## config.mk

```make
export PLATFORM = sky130hd
export DESIGN_NAME = serial_subtractor
export DESIGN_NICKNAME = d
export VERILOG_FILES = /design/src/rtl/serial_subtractor_pkg.sv /design/src/rtl/serial_subtractor_full_subtractor.sv /design/src/rtl/serial_subtractor.sv
export SDC_FILE = /design/constraint.sdc
export NUM_CORES = 1
export LEC_CHECK = 0
export CAP_MARGIN = 20
export CELL_PAD_IN_SITES_DETAIL_PLACEMENT = 1
export CELL_PAD_IN_SITES_GLOBAL_PLACEMENT = 2
export CORE_MARGIN = 5
export CORE_UTILIZATION = 37
export DETAILED_ROUTE_END_ITERATION = 10
export HOLD_SLACK_MARGIN = 0.06
export PLACE_DENSITY_LB_ADDON = 0.1
export SLEW_MARGIN = 20
export SYNTH_ARGS = -nofsm -noshare
export SYNTH_HDL_FRONTEND = slang
export SYNTH_HIERARCHICAL = 1
export SYNTH_SLANG_ARGS = --single-unit
```

## constraint.sdc

```tcl
create_clock -name clk -period 2.5 [get_ports clk]
set_input_delay 0.5 -clock clk [delete_from_list [all_inputs] [get_ports clk]]
set_output_delay 0.5 -clock clk [all_outputs]
set_load 0.05 [all_outputs]
```

## src/rtl/serial_subtractor_pkg.sv

```systemverilog
// serial_subtractor_pkg
// Shared sizing helpers for the bit-serial subtractor.
// No ports; imported by serial_subtractor.
package serial_subtractor_pkg;

    // State register width for the IDLE/SHIFT/DONE controller.
    localparam int STATE_W = 2;

    // The bit counter holds 0..WIDTH-1 plus one spare bit of headroom.
    function automatic int cnt_width(input int width);
        return $clog2(width) + 1;
    endfunction

endpackage

```

## src/rtl/serial_subtractor_full_subtractor.sv

```systemverilog
// Half_Subtractor / Full_Subtractor
// One-bit subtract cells used by the serial subtractor datapath.
// Half_Subtractor ports:
//   A, B  : input  operand bits (computes A - B)
//   D     : output difference bit
//   Bout  : output borrow
// Full_Subtractor ports:
//   A, B  : input  operand bits (computes A - B - Bin)
//   Bin   : input  incoming borrow
//   D     : output difference bit
//   Bout  : output outgoing borrow
module Half_Subtractor (
    input  logic A,
    input  logic B,
    output logic D,
    output logic Bout
);
    assign D    = A ^ B;
    assign Bout = ~A & B;
endmodule

module Full_Subtractor (
    input  logic A,
    input  logic B,
    input  logic Bin,
    output logic D,
    output logic Bout
);
    logic d_first;
    logic b_first;
    logic b_second;

    Half_Subtractor u_hs_ab (
        .A    (A),
        .B    (B),
        .D    (d_first),
        .Bout (b_first)
    );

    // Second stage subtracts the incoming borrow from the partial difference;
    // its borrow equals ~(A ^ B) & Bin.
    Half_Subtractor u_hs_bin (
        .A    (d_first),
        .B    (Bin),
        .D    (D),
        .Bout (b_second)
    );

    assign Bout = b_first | b_second;
endmodule

```

## src/rtl/serial_subtractor.sv

```systemverilog
// serial_subtractor
// Bit-serial, LSB-first subtractor: D = A - B mod 2^WIDTH, Bout = (A < B).
// One result every WIDTH+2 cycles when start is held high.
// Ports:
//   clk   : input  clock, rising edge
//   rst_n : input  asynchronous active-low reset
//   start : input  request, sampled only in IDLE
//   A, B  : input  [WIDTH-1:0] operands, captured on the accepted start edge
//   busy  : output high in SHIFT or DONE
//   done  : output one-cycle pulse, result valid
//   D     : output [WIDTH-1:0] difference, updated only entering DONE
//   Bout  : output final borrow, updated only entering DONE
//
// state | meaning
// IDLE  | waiting for start; D/Bout hold last result
// SHIFT | one bit of A-B per cycle, WIDTH cycles
// DONE  | result presented, done pulse
module serial_subtractor
    import serial_subtractor_pkg::*;
#(
    parameter int WIDTH = 8
) (
    input  logic             clk,
    input  logic             rst_n,
    input  logic             start,
    input  logic [WIDTH-1:0] A,
    input  logic [WIDTH-1:0] B,
    output logic             busy,
    output logic             done,
    output logic [WIDTH-1:0] D,
    output logic             Bout
);
    localparam int CW = cnt_width(WIDTH);

    localparam logic [STATE_W-1:0] S_IDLE  = 2'd0;
    localparam logic [STATE_W-1:0] S_SHIFT = 2'd1;
    localparam logic [STATE_W-1:0] S_DONE  = 2'd2;

    logic [STATE_W-1:0] state;
    logic [CW-1:0]      cnt;
    logic [WIDTH-1:0]   a_sr;
    logic [WIDTH-1:0]   b_sr;
    logic [WIDTH-1:0]   r_sr;
    logic [WIDTH-1:0]   r_next;
    logic               borrow;
    logic               bit_d;
    logic               bit_b;
    logic               last;

    Full_Subtractor u_fs (
        .A    (a_sr[0]),
        .B    (b_sr[0]),
        .Bin  (borrow),
        .D    (bit_d),
        .Bout (bit_b)
    );

    // Difference bits enter at the MSB so after WIDTH steps the LSB-first
    // stream lines up with bit positions; written this way it also holds for WIDTH=1.
    assign r_next = (r_sr >> 1) | (WIDTH'(bit_d) << (WIDTH - 1));
    assign last   = (cnt == CW'(WIDTH - 1));

    always_ff @(posedge clk or negedge rst_n) begin
        if (!rst_n) begin
            state  <= S_IDLE;
            cnt    <= '0;
            a_sr   <= '0;
            b_sr   <= '0;
            r_sr   <= '0;
            borrow <= 1'b0;
            D      <= '0;
            Bout   <= 1'b0;
        end else begin
            case (state)
                S_IDLE: begin
                    if (start) begin
                        a_sr   <= A;
                        b_sr   <= B;
                        r_sr   <= '0;
                        borrow <= 1'b0;
                        cnt    <= '0;
                        state  <= S_SHIFT;
                    end
                end
                S_SHIFT: begin
                    a_sr   <= a_sr >> 1;
                    b_sr   <= b_sr >> 1;
                    r_sr   <= r_next;
                    borrow <= bit_b;
                    cnt    <= cnt + CW'(1);
                    if (last) begin
                        // Outputs change only here, so D never shows a partial result.
                        D     <= r_next;
                        Bout  <= bit_b;
                        state <= S_DONE;
                    end
                end
                S_DONE: begin
                    state <= S_IDLE;
                end
                default: begin
                    state <= S_IDLE;
                end
            endcase
        end
    end

    assign busy = (state == S_SHIFT) || (state == S_DONE);
    assign done = (state == S_DONE);

endmodule

```

* Yosys cells after proc, flatten, opt, wreduce, memory -nomap -nowiden *
Index checks and enable logic that the tools add are counted.

storage, ports and cells
  flip-flop bits (word level) = 40
  logic and storage cells = 41

operators by class
  $add $sub $neg = 1
  equality and inequality tests = 5
  muxes and demuxes = 13
  bitwise gates (word level) = 8
  reduce and logical (&&, ||, !) cells = 6

operators by type and width
  cell                                           count
  case mux 8 bit (2 select lines)                3
  two-way mux 8 bit                              3
  bitwise OR 7 x 8 -> 8 bit                      1
  case mux 4 bit (2 select lines)                1
  AND reduction 2 bit                            3
  adder 4 x 1 -> 4 bit, second input constant    1
  == test 4 x 3 -> 1 bit, second input constant  1
  two-way mux 2 bit                              2
  two-way mux 4 bit                              1
  != test 2 bit, second input constant           2
  case mux 2 bit (2 select lines)                1
  bitwise AND 1 bit                              2
  == test 2 x 1 -> 1 bit, second input constant  1
  == test 2 bit, second input constant           1
  logical NOT 2 bit                              1
  NOT 1 bit                                      2
  case mux 1 bit (2 select lines)                1
  nonzero test 2 bit                             1
  XOR 1 bit                                      2
  logical OR 1 bit                               1
  two-way mux 1 bit                              1
  bitwise OR 1 bit                               1

* Depth between registers and ports, before layout *
Gate-level depths: netlist of run 1.

  word-level depth = 5
  mapped depth = 7
  mapped depth without buffers = 7

* Hierarchy *
Netlist of run 1, hierarchy kept.

by module, submodules not included
  module             instances  cells each  area each (um^2)
  serial_subtractor  1          140         1737.9
  Half_Subtractor    2          3           20.0
  Full_Subtractor    1          1           6.3

* Worst setup path before layout of run 1 *
OpenSTA, ideal clock, no wires.

  kind = register to register
  from = register state[1]
  to = register Bout
  setup time = 0.125 ns
  arrival time = 1.394 ns
  slack = 0.981 ns
  cell stages (with the launch flop) = 7
  cells stage by stage = dfrtp_1 > inv_1 > ha_1 > inv_2 > or2_1 > buf_6 > mux2_4

on the way
  cells in the longest elaborated chain, start to end = 2

ends and longest elaborated chain
  item                           line                     RTL
  from (decl)                    serial_subtractor.sv:39  logic [STATE_W-1:0] state;
  from (signal assigned)         serial_subtractor.sv:65  state <= S_IDLE;
  from (signal assigned)         serial_subtractor.sv:82  state <= S_SHIFT;
  from (signal assigned)         serial_subtractor.sv:95  state <= S_DONE;
  == test 2 x 1 -> 1 bit         serial_subtractor.sv:74  case (state)
  AND reduction 2 bit (no line)  -
  to (signal assigned)           serial_subtractor.sv:94  Bout <= bit_b;
  to (decl)                      serial_subtractor.sv:31  output logic Bout

Every way passes these cells.
A chain may end at the register's enable or synchronous reset.

* Worst setup path after layout of run 1 *
  from = register state[0]
  to = output busy

on the way
  cells in the longest elaborated chain, start to end = 2
  elaborated cells on any way between the ends = 3
  those cells by class = eq/ne: 2; reduce/logical: 1

ends and longest elaborated chain
  item                                                            line                      RTL
  == test 2 x 1 -> 1 bit / == test 2 bit (equally long branches)  serial_subtractor.sv:108  assign busy = (state == S_SHIFT) || (state == S_DONE);
  logical OR 1 bit *                                              serial_subtractor.sv:108
  to (decl)                                                       serial_subtractor.sv:28   output logic busy,

Mark *: on every way between the ends. The rest lies on a longest branch, timed or not.

==> impl_metrics.py, run 1 <==
metrics = {
    "cells_and_area": {
        "final_util_pct": 47.7,
        "layout-drive-gt1-share_pct": 12.9,
        "nNetsFinal": 203,
        "antennaDiodeCount": 0,
        "regArea_um2": 976,
        "multiInputGateArea_um2": 744,
        "fillers": 509,
        "area_growth_pct": 25.5,
    },
    "worst_setup_path": {
        "endpoint_kind": "output port",
        "crit_path_max_incr_delay_ns": 0.80,
        "rrSetupSlack_ns": 0.55,
        "cp.required_ns": 2.00,
        "worstPathArrival_ns": 1.86,
        "cp_slowest_cell": "clkdlybuf4s50_1",
        "r2r_cells": 5,
        "reg2reg_from": "state[1]$_DFFE_PN0P_",
        "start_kind": "register",
        "reg2reg_to": "Bout$_DFFE_PN0P_",
        "cp-endpoint": "busy",
        "crit_chain": "inv_1 > ha_1 > clkdlybuf4s50_1",
        "crit_fanout": 4,
        "crit_start": "state[0]$_DFFE_PN0P_",
        "crit_type": "reg -> out",
    },
    "clock_tree": {
        "cts_resized": 0,
        "numCtsBuffers": 5,
        "ctsHtreeMaxLevel": 2,
        "clk_pin_slew_worst_paths_ns": 0.08,
        "postCtsHoldBufs": 0,
        "clock_path_buffers": 2,
        "clk_latency_ns": 0.29,
        "root_buffer": "clkbuf_8",
        "clkSinkCount": 39,
        "postCtsSetupRepairBufs": 0,
        "cts_tree": "yes",
    },
    "min_path": {
        "hp-class": "in -> async",
    },
    "yosys": {
        "yosysMostFrequentCell": "dfrtp_1",
        "synth_edf_count": 0,
        "synth.avg_cell_area_um2": 12.1,
        "netlist_area_mm2": 0.00178,
        "ys.flop_type": "dfrtp_1",
        "synth_common_cells": "dfrtp_1, nand2_1, o21ai_1, mux2i_1",
        "ys_types": 26,
        "syn_nets": 173,
        "ys_seq_area_share_pct": 54.7,
        "ys_ff_latch": 39,
        "yosys_warnings": 6,
        "synth_top_area_cell": "dfrtp_1",
        "synth_cells": 147,
        "synth_top_area_share_pct": 54.7,
        "synth-async-reset-ratio_pct": 100,
        "synthTopCellsByArea": "dfrtp_1, mux2i_1, mux2_4",
    },
    "sta": {
        "whs_ns": 0.318,
        "slew_violations": 0,
        "setup_viol": 0,
        "tightest_slew_ns": 0.858,
        "clock_skew_ns": 0.00935,
        "rsz0062_at_grt": "no",
        "slew_headroom_pct": 42.8,
        "period_share_pct": 94.4,
        "fmax_ghz": 0.424,
        "post-route-min-period_ns": 2.36,
        "hold_viol": 0,
        "tns_ns": 0,
    },
    "global_route": {
        "gr-total-overflow": 0,
        "grt_pass1_wl_mm": 5.96,
        "grt_start_max_net_pins": 46,
        "antenna_found_initial": 0,
        "grt_use_total_pct": 12.2,
        "grt_pass1_vias": 1311,
    },
    "place": {
        "gp_congestion": 0.730,
        "port_buffers": 29,
        "hpwlAfterDp_mm": 2.45,
    },
    "routing": {
        "ant_nets": 0,
        "drt_iter0_drc": 32,
        "routed_wl_mm": 3.36,
        "firstDrtPassIters": 4,
        "avgRoutedWirePerCell_um": 14.5,
        "dr_total_vias": 1190,
        "via_per_inst": 5.13,
        "drc": 0,
    },
    "die": {
        "die-area_mm2": 0.00631,
        "die-height_um": 79.4,
        "chipWidth_um": 79.4,
        "core-area_mm2": 0.00469,
        "initial_utilization_pct": 38.0,
        "io_pins": 30,
        "num_rows": 25,
    },
    "pwr": {
        "vdd_drop_max_uv": 815,
        "leakage_nw": 1.06,
        "powerDensity_mw_per_mm2": 1130,
    },
    "flow_run": {
        "cap_violations": 0,
    },
    "run_status": {
        "outcome": "finished clean",
    },
}
==> state kept, by name, summed over array words and instances (netlist names) <==
name    flops
D           8
a_sr        8
b_sr        8
r_sr        7
cnt         4
state       2
Bout        1
borrow      1
==> critical path, delay by kind of cell (launching register included) <==
family | cells | cell delay, ns
buffers and inverters | 2 | 0.89
adders and majority gates | 1 | 0.28
DFF | 1 | 0.40
==> cell usage in the layout (no fill, tap or decap), drive strengths merged, types with 3 or more instances in the layout <==
| cell type | Yosys | layout |
|---|---|---|
| a22o | 9 | 9 |
| buf | 8 | 3 |
| clkbuf | 0 | 5 |
| clkdlybuf4s50 | 0 | 28 |
| dfrtp | 39 | 39 |
| ha | 7 | 7 |
| inv | 7 | 7 |
| mux2 | 11 | 11 |
| mux2i | 15 | 15 |
| nand2 | 19 | 19 |
| o21ai | 16 | 16 |
==> cells by family (layout without fill, tap and decap cells) <==
| group | after synthesis | in the layout | synth area share [%] |
|---|---|---|---|
| and+or+nand+nor | 30 | 30 | 7.85 |
| adders and majority gates | 7 | 7 | 4.91 |
| DFF | 39 | 39 | 54.7 |
| muxes | 26 | 26 | 17.5 |
| AOI/OAI and AO/OA | 30 | 30 | 11.0 |
| buffers and inverters | 15 | 46 | 4.07 |
==> stage by stage <==
| step | setup slack [ns] | instance area, um2 | instances | total power [W] |
|---|---|---|---|---|
| final | 0.139 | 2240 | 232 | 0.00254 |
| after CTS | 0.110 | 2240 | 232 | 0.00260 |
| after detailed placement | 0.449 | 2130 | 224 | 0.00206 |
| after global placement | 0.485 | 2130 | 224 | 0.00200 |
| after global routing | 0.0632 | 2240 | 232 | 0.00275 |
| after floorplan | 0.981 | 1780 | 147 | 0.00175 |
==> how the worst min path moves through the flow <==
stage                        start  depth (start not counted)                  end
2_1_floorplan                rst_n                          0     Bout$_DFFE_PN0P_
3_3_place_gp   b_sr[2]$_DFFE_PN0P_                          2  b_sr[2]$_DFFE_PN0P_
3_5_place_dp   b_sr[2]$_DFFE_PN0P_                          2  b_sr[2]$_DFFE_PN0P_
4_1_cts                      rst_n                          1     D[3]$_DFFE_PN0P_
5_1_grt                      rst_n                          1  r_sr[3]$_DFFE_PN0P_
6_report                     rst_n                          1  r_sr[1]$_DFFE_PN0P_
==> power by group <==
part           switching (W)  total (W)  internal (W)
sequential          0.000130   0.000971      0.000841
combinational       0.000592    0.00105      0.000453
clock               0.000224   0.000521      0.000297
total               0.000946    0.00254       0.00159
==> area by class of cell <==
class                      count  area share [%]
clock buffer                   5            3.07
clock inverter                 3            1.96
inverter                       7            1.17
multi-input combinational     93            33.2
sequential                    39            43.6
tap                           54            3.02
timing repair buffer          31            14.0
==> routing by layer <==
metal	up-vias	wire [um]	track usage, %
li1	572	-	-
met3	6	165	4.40
met1	583	1500	14.1
met4	0	53	4.64
met2	29	1650	20.6
met5	-	0	0
(Power assumes the default switching activity.)
==> run 2, diff against run 1 <==
GPL_TIMING_DRIVEN = 0   (was not set)
SYNTH_HIERARCHICAL = not set   (was 1)
==> run 2 against run 1 <==
Net effect:
- setup slack lost 0.016 ns
- synthesized area shrank 3.0%
- non-clock buffer count grew 7
- sequential share of layout area grew 0.29 points
- global-route usage grew 1.5 points
- cell area shrank 0.67%
- synthesized cell count is the same
- total power shrank 4.9%
- register-to-register slack lost 0.04 ns
- fmax shrank 0.68%
- via count grew 3.4%
- largest cell class unchanged
- largest power group is now sequential cells
==> impl_metrics.py, run 2 <==
metrics = {
    "sta": {
        "clock_skew_ns": 0.0116,
        "hold_viol": 0,
        "period_share_pct": 95.1,
        "post-route-min-period_ns": 2.38,
        "slew_violations": 0,
        "fmax_ghz": 0.421,
        "slew_headroom_pct": 63.4,
        "tns_ns": 0,
        "tightest_slew_ns": 0.538,
        "rsz0062_at_grt": "no",
        "setup_viol": 0,
    },
    "yosys": {
        "yosysMostFrequentCell": "dfrtp_1",
        "ys_seq_area_share_pct": 56.4,
        "ys_types": 24,
        "synth_top_area_share_pct": 56.4,
        "synth_common_cells": "dfrtp_1, nand2_1, o21ai_0, mux2i_1, mux2_2",
        "synth_edf_count": 0,
        "synthTopCellsByArea": "dfrtp_1, mux2i_1, mux2_2",
        "netlist_area_mm2": 0.00173,
        "synth_top_area_cell": "dfrtp_1",
        "synth_cells": 147,
        "syn_nets": 172,
        "synth.avg_cell_area_um2": 11.8,
        "ys.flop_type": "dfrtp_1",
        "yosys_warnings": 0,
        "synth-async-reset-ratio_pct": 100,
        "ys_ff_latch": 39,
    },
    "routing": {
        "drc": 0,
        "routed_wl_mm": 3.73,
        "via_per_inst": 5.19,
        "drt_iter0_drc": 41,
        "firstDrtPassIters": 4,
        "dr_total_vias": 1230,
        "ant_nets": 0,
        "avgRoutedWirePerCell_um": 15.7,
    },
    "worst_setup_path": {
        "endpoint_kind": "output port",
        "start_kind": "register",
        "cp.required_ns": 2.00,
        "r2r_cells": 5,
        "reg2reg_from": "state[0]$_DFFE_PN0P_",
        "crit_fanout": 4,
        "reg2reg_to": "a_sr[5]$_DFFE_PN0P_",
        "crit_start": "state[0]$_DFFE_PN0P_",
        "cp-endpoint": "busy",
        "worstPathArrival_ns": 1.88,
        "rrSetupSlack_ns": 0.51,
        "crit_type": "reg -> out",
    },
    "place": {
        "hpwlAfterDp_mm": 2.73,
        "gp_congestion": 0.713,
        "port_buffers": 29,
        "place_area_mm2": 0.00211,
    },
    "cells_and_area": {
        "reg_top3": "D: 8 flops, a_sr: 8 flops, b_sr: 8 flops",
        "final_common_cell": "dfrtp_1",
        "area_growth_pct": 28.6,
        "layout_common_cells": "dfrtp_1, clkdlybuf4s50_1, nand2_1",
        "fin_area_mm2": 0.00222,
        "layout-drive-gt1-share_pct": 14.6,
        "nNetsFinal": 209,
        "antennaDiodeCount": 0,
    },
    "die": {
        "die-height_um": 78.4,
        "io_pins": 30,
        "num_rows": 24,
        "core-area_mm2": 0.00444,
        "die-area_mm2": 0.00614,
        "initial_utilization_pct": 38.9,
        "chipWidth_um": 78.4,
    },
    "global_route": {
        "grt_pass1_wl_mm": 6.57,
        "grt_start_max_net_pins": 25,
        "antenna_found_initial": 0,
        "grt_pass1_vias": 1388,
        "grt_use_total_pct": 13.7,
        "gr-total-overflow": 0,
    },
    "clock_tree": {
        "clk_pin_slew_worst_paths_ns": 0.09,
        "postCtsHoldBufs": 0,
        "postCtsSetupRepairBufs": 0,
        "cts_resized": 0,
        "cts_tree": "yes",
        "clkSinkCount": 39,
        "clk_latency_ns": 0.30,
        "ctsHtreeMaxLevel": 2,
        "clock_path_buffers": 2,
        "root_buffer": "clkbuf_8",
        "numCtsBuffers": 5,
    },
    "pwr": {
        "swShare_pct": 37.5,
        "pwr-share-clk_pct": 22.6,
        "pwr-share-seq_pct": 39.9,
        "vdd_drop_max_uv": 497,
        "intPower_w": 0.00151,
        "power_w": 0.00241,
        "powerDensity_mw_per_mm2": 1080,
        "power_switching_w": 0.000905,
        "leakage_nw": 1.04,
        "comb_power_share_pct": 37.6,
    },
    "run_status": {
        "outcome": "finished clean",
    },
    "flow_run": {
        "cap_violations": 0,
    },
    "min_path": {
        "hp-class": "in -> async",
    },
}
run 2: cell count changes after synthesis, moves of 3 or more:
| cell | change |
|---|---|
| o21ai_0 | +20 |
| mux2_2 | +8 |
| mux2_4 | -9 |
| nand2_1 | +3 |
| o21ai_1 | -16 |
run 2: power by group through the flow:
stage                     Sequential, W  Clock, W  Combinational, W
after floorplan                0.000942         0          0.000675
after global placement         0.000960         0          0.000881
after detailed placement       0.000974         0          0.000929
after CTS                      0.000962  0.000564          0.000932
after global routing           0.000993  0.000584           0.00104
final                          0.000961  0.000544          0.000907
run 2: layout make-up:
class                           count  area (um2)
Clock buffer                        5        68.8
Fill cell                         486        2220
Tap cell                           52        65.1
Clock inverter                      3        47.5
Sequential cell                    39         976
Timing Repair Buffer               30         313
Multi-Input combinational cell     96         702
Buffer                              8        37.5
Inverter                            4        15.0
run 2: kinds of logic (layout without fill, tap and decap cells):
family                   after synthesis  after routing  synth area share (%)
AO/OA/AOI/OAI                         32             32                  11.5
adder cells (fa/ha/maj)                6              6                  4.77
buffers and inverters                 12             50                  3.04
flip-flops                            39             39                  56.4
multiplexers                          24             24                  14.8
AND/OR/NAND/NOR                       34             34                  9.54
run 2: worst max-delay path: stages (launching register included):
cell,delay [ns]
dfrtp_1,0.40
inv_1,0.10
ha_1,0.28
clkdlybuf4s50_1,0.79
run 2: worst min-delay path by stage:
stage | from | to | slack, ns | depth (start not counted)
global route | rst_n | D[5]$_DFFE_PN0P_ | 0.15 | 1
CTS | rst_n | r_sr[1]$_DFFE_PN0P_ | 0.12 | 1
detailed placement | rst_n | D[5]$_DFFE_PN0P_ | 0.45 | 1
global placement | b_sr[5]$_DFFE_PN0P_ | b_sr[5]$_DFFE_PN0P_ | 0.46 | 2
finish | rst_n | r_sr[5]$_DFFE_PN0P_ | 0.12 | 1
floorplan | rst_n | Bout$_DFFE_PN0P_ | 0.20 | 0
run 2: per-layer routing:
layer,up-vias,wire length (um),global-route usage (%)
met5,-,0,0
met4,0,57,4.72
met3,6,159,4.69
met2,22,1790,22.7
met1,613,1720,16.7
li1,589,-,-
run 2: per-stage QoR:
| step | instances | util [%] | worst slack (ns) | hold WS [ns] |
|---|---|---|---|---|
| 2_1_floorplan | 147 | - | 0.934 | 0.204 |
| 3_3_place_gp | 228 | 46.9 | 0.0216 | 0.462 |
| 3_5_place_dp | 229 | 47.4 | 0.350 | 0.454 |
| 4_1_cts | 237 | 50.1 | 0.0962 | 0.125 |
| 5_1_grt | 237 | 50.1 | 0.0405 | 0.148 |
| 6_report | 237 | 50.1 | 0.123 | 0.122 |
==> run 3, diff against run 2 <==
TNS_END_PERCENT = 5   (was not set)
==> results of run 3 <==
The final DEF is identical to that of run 2; final timing and power are the same.
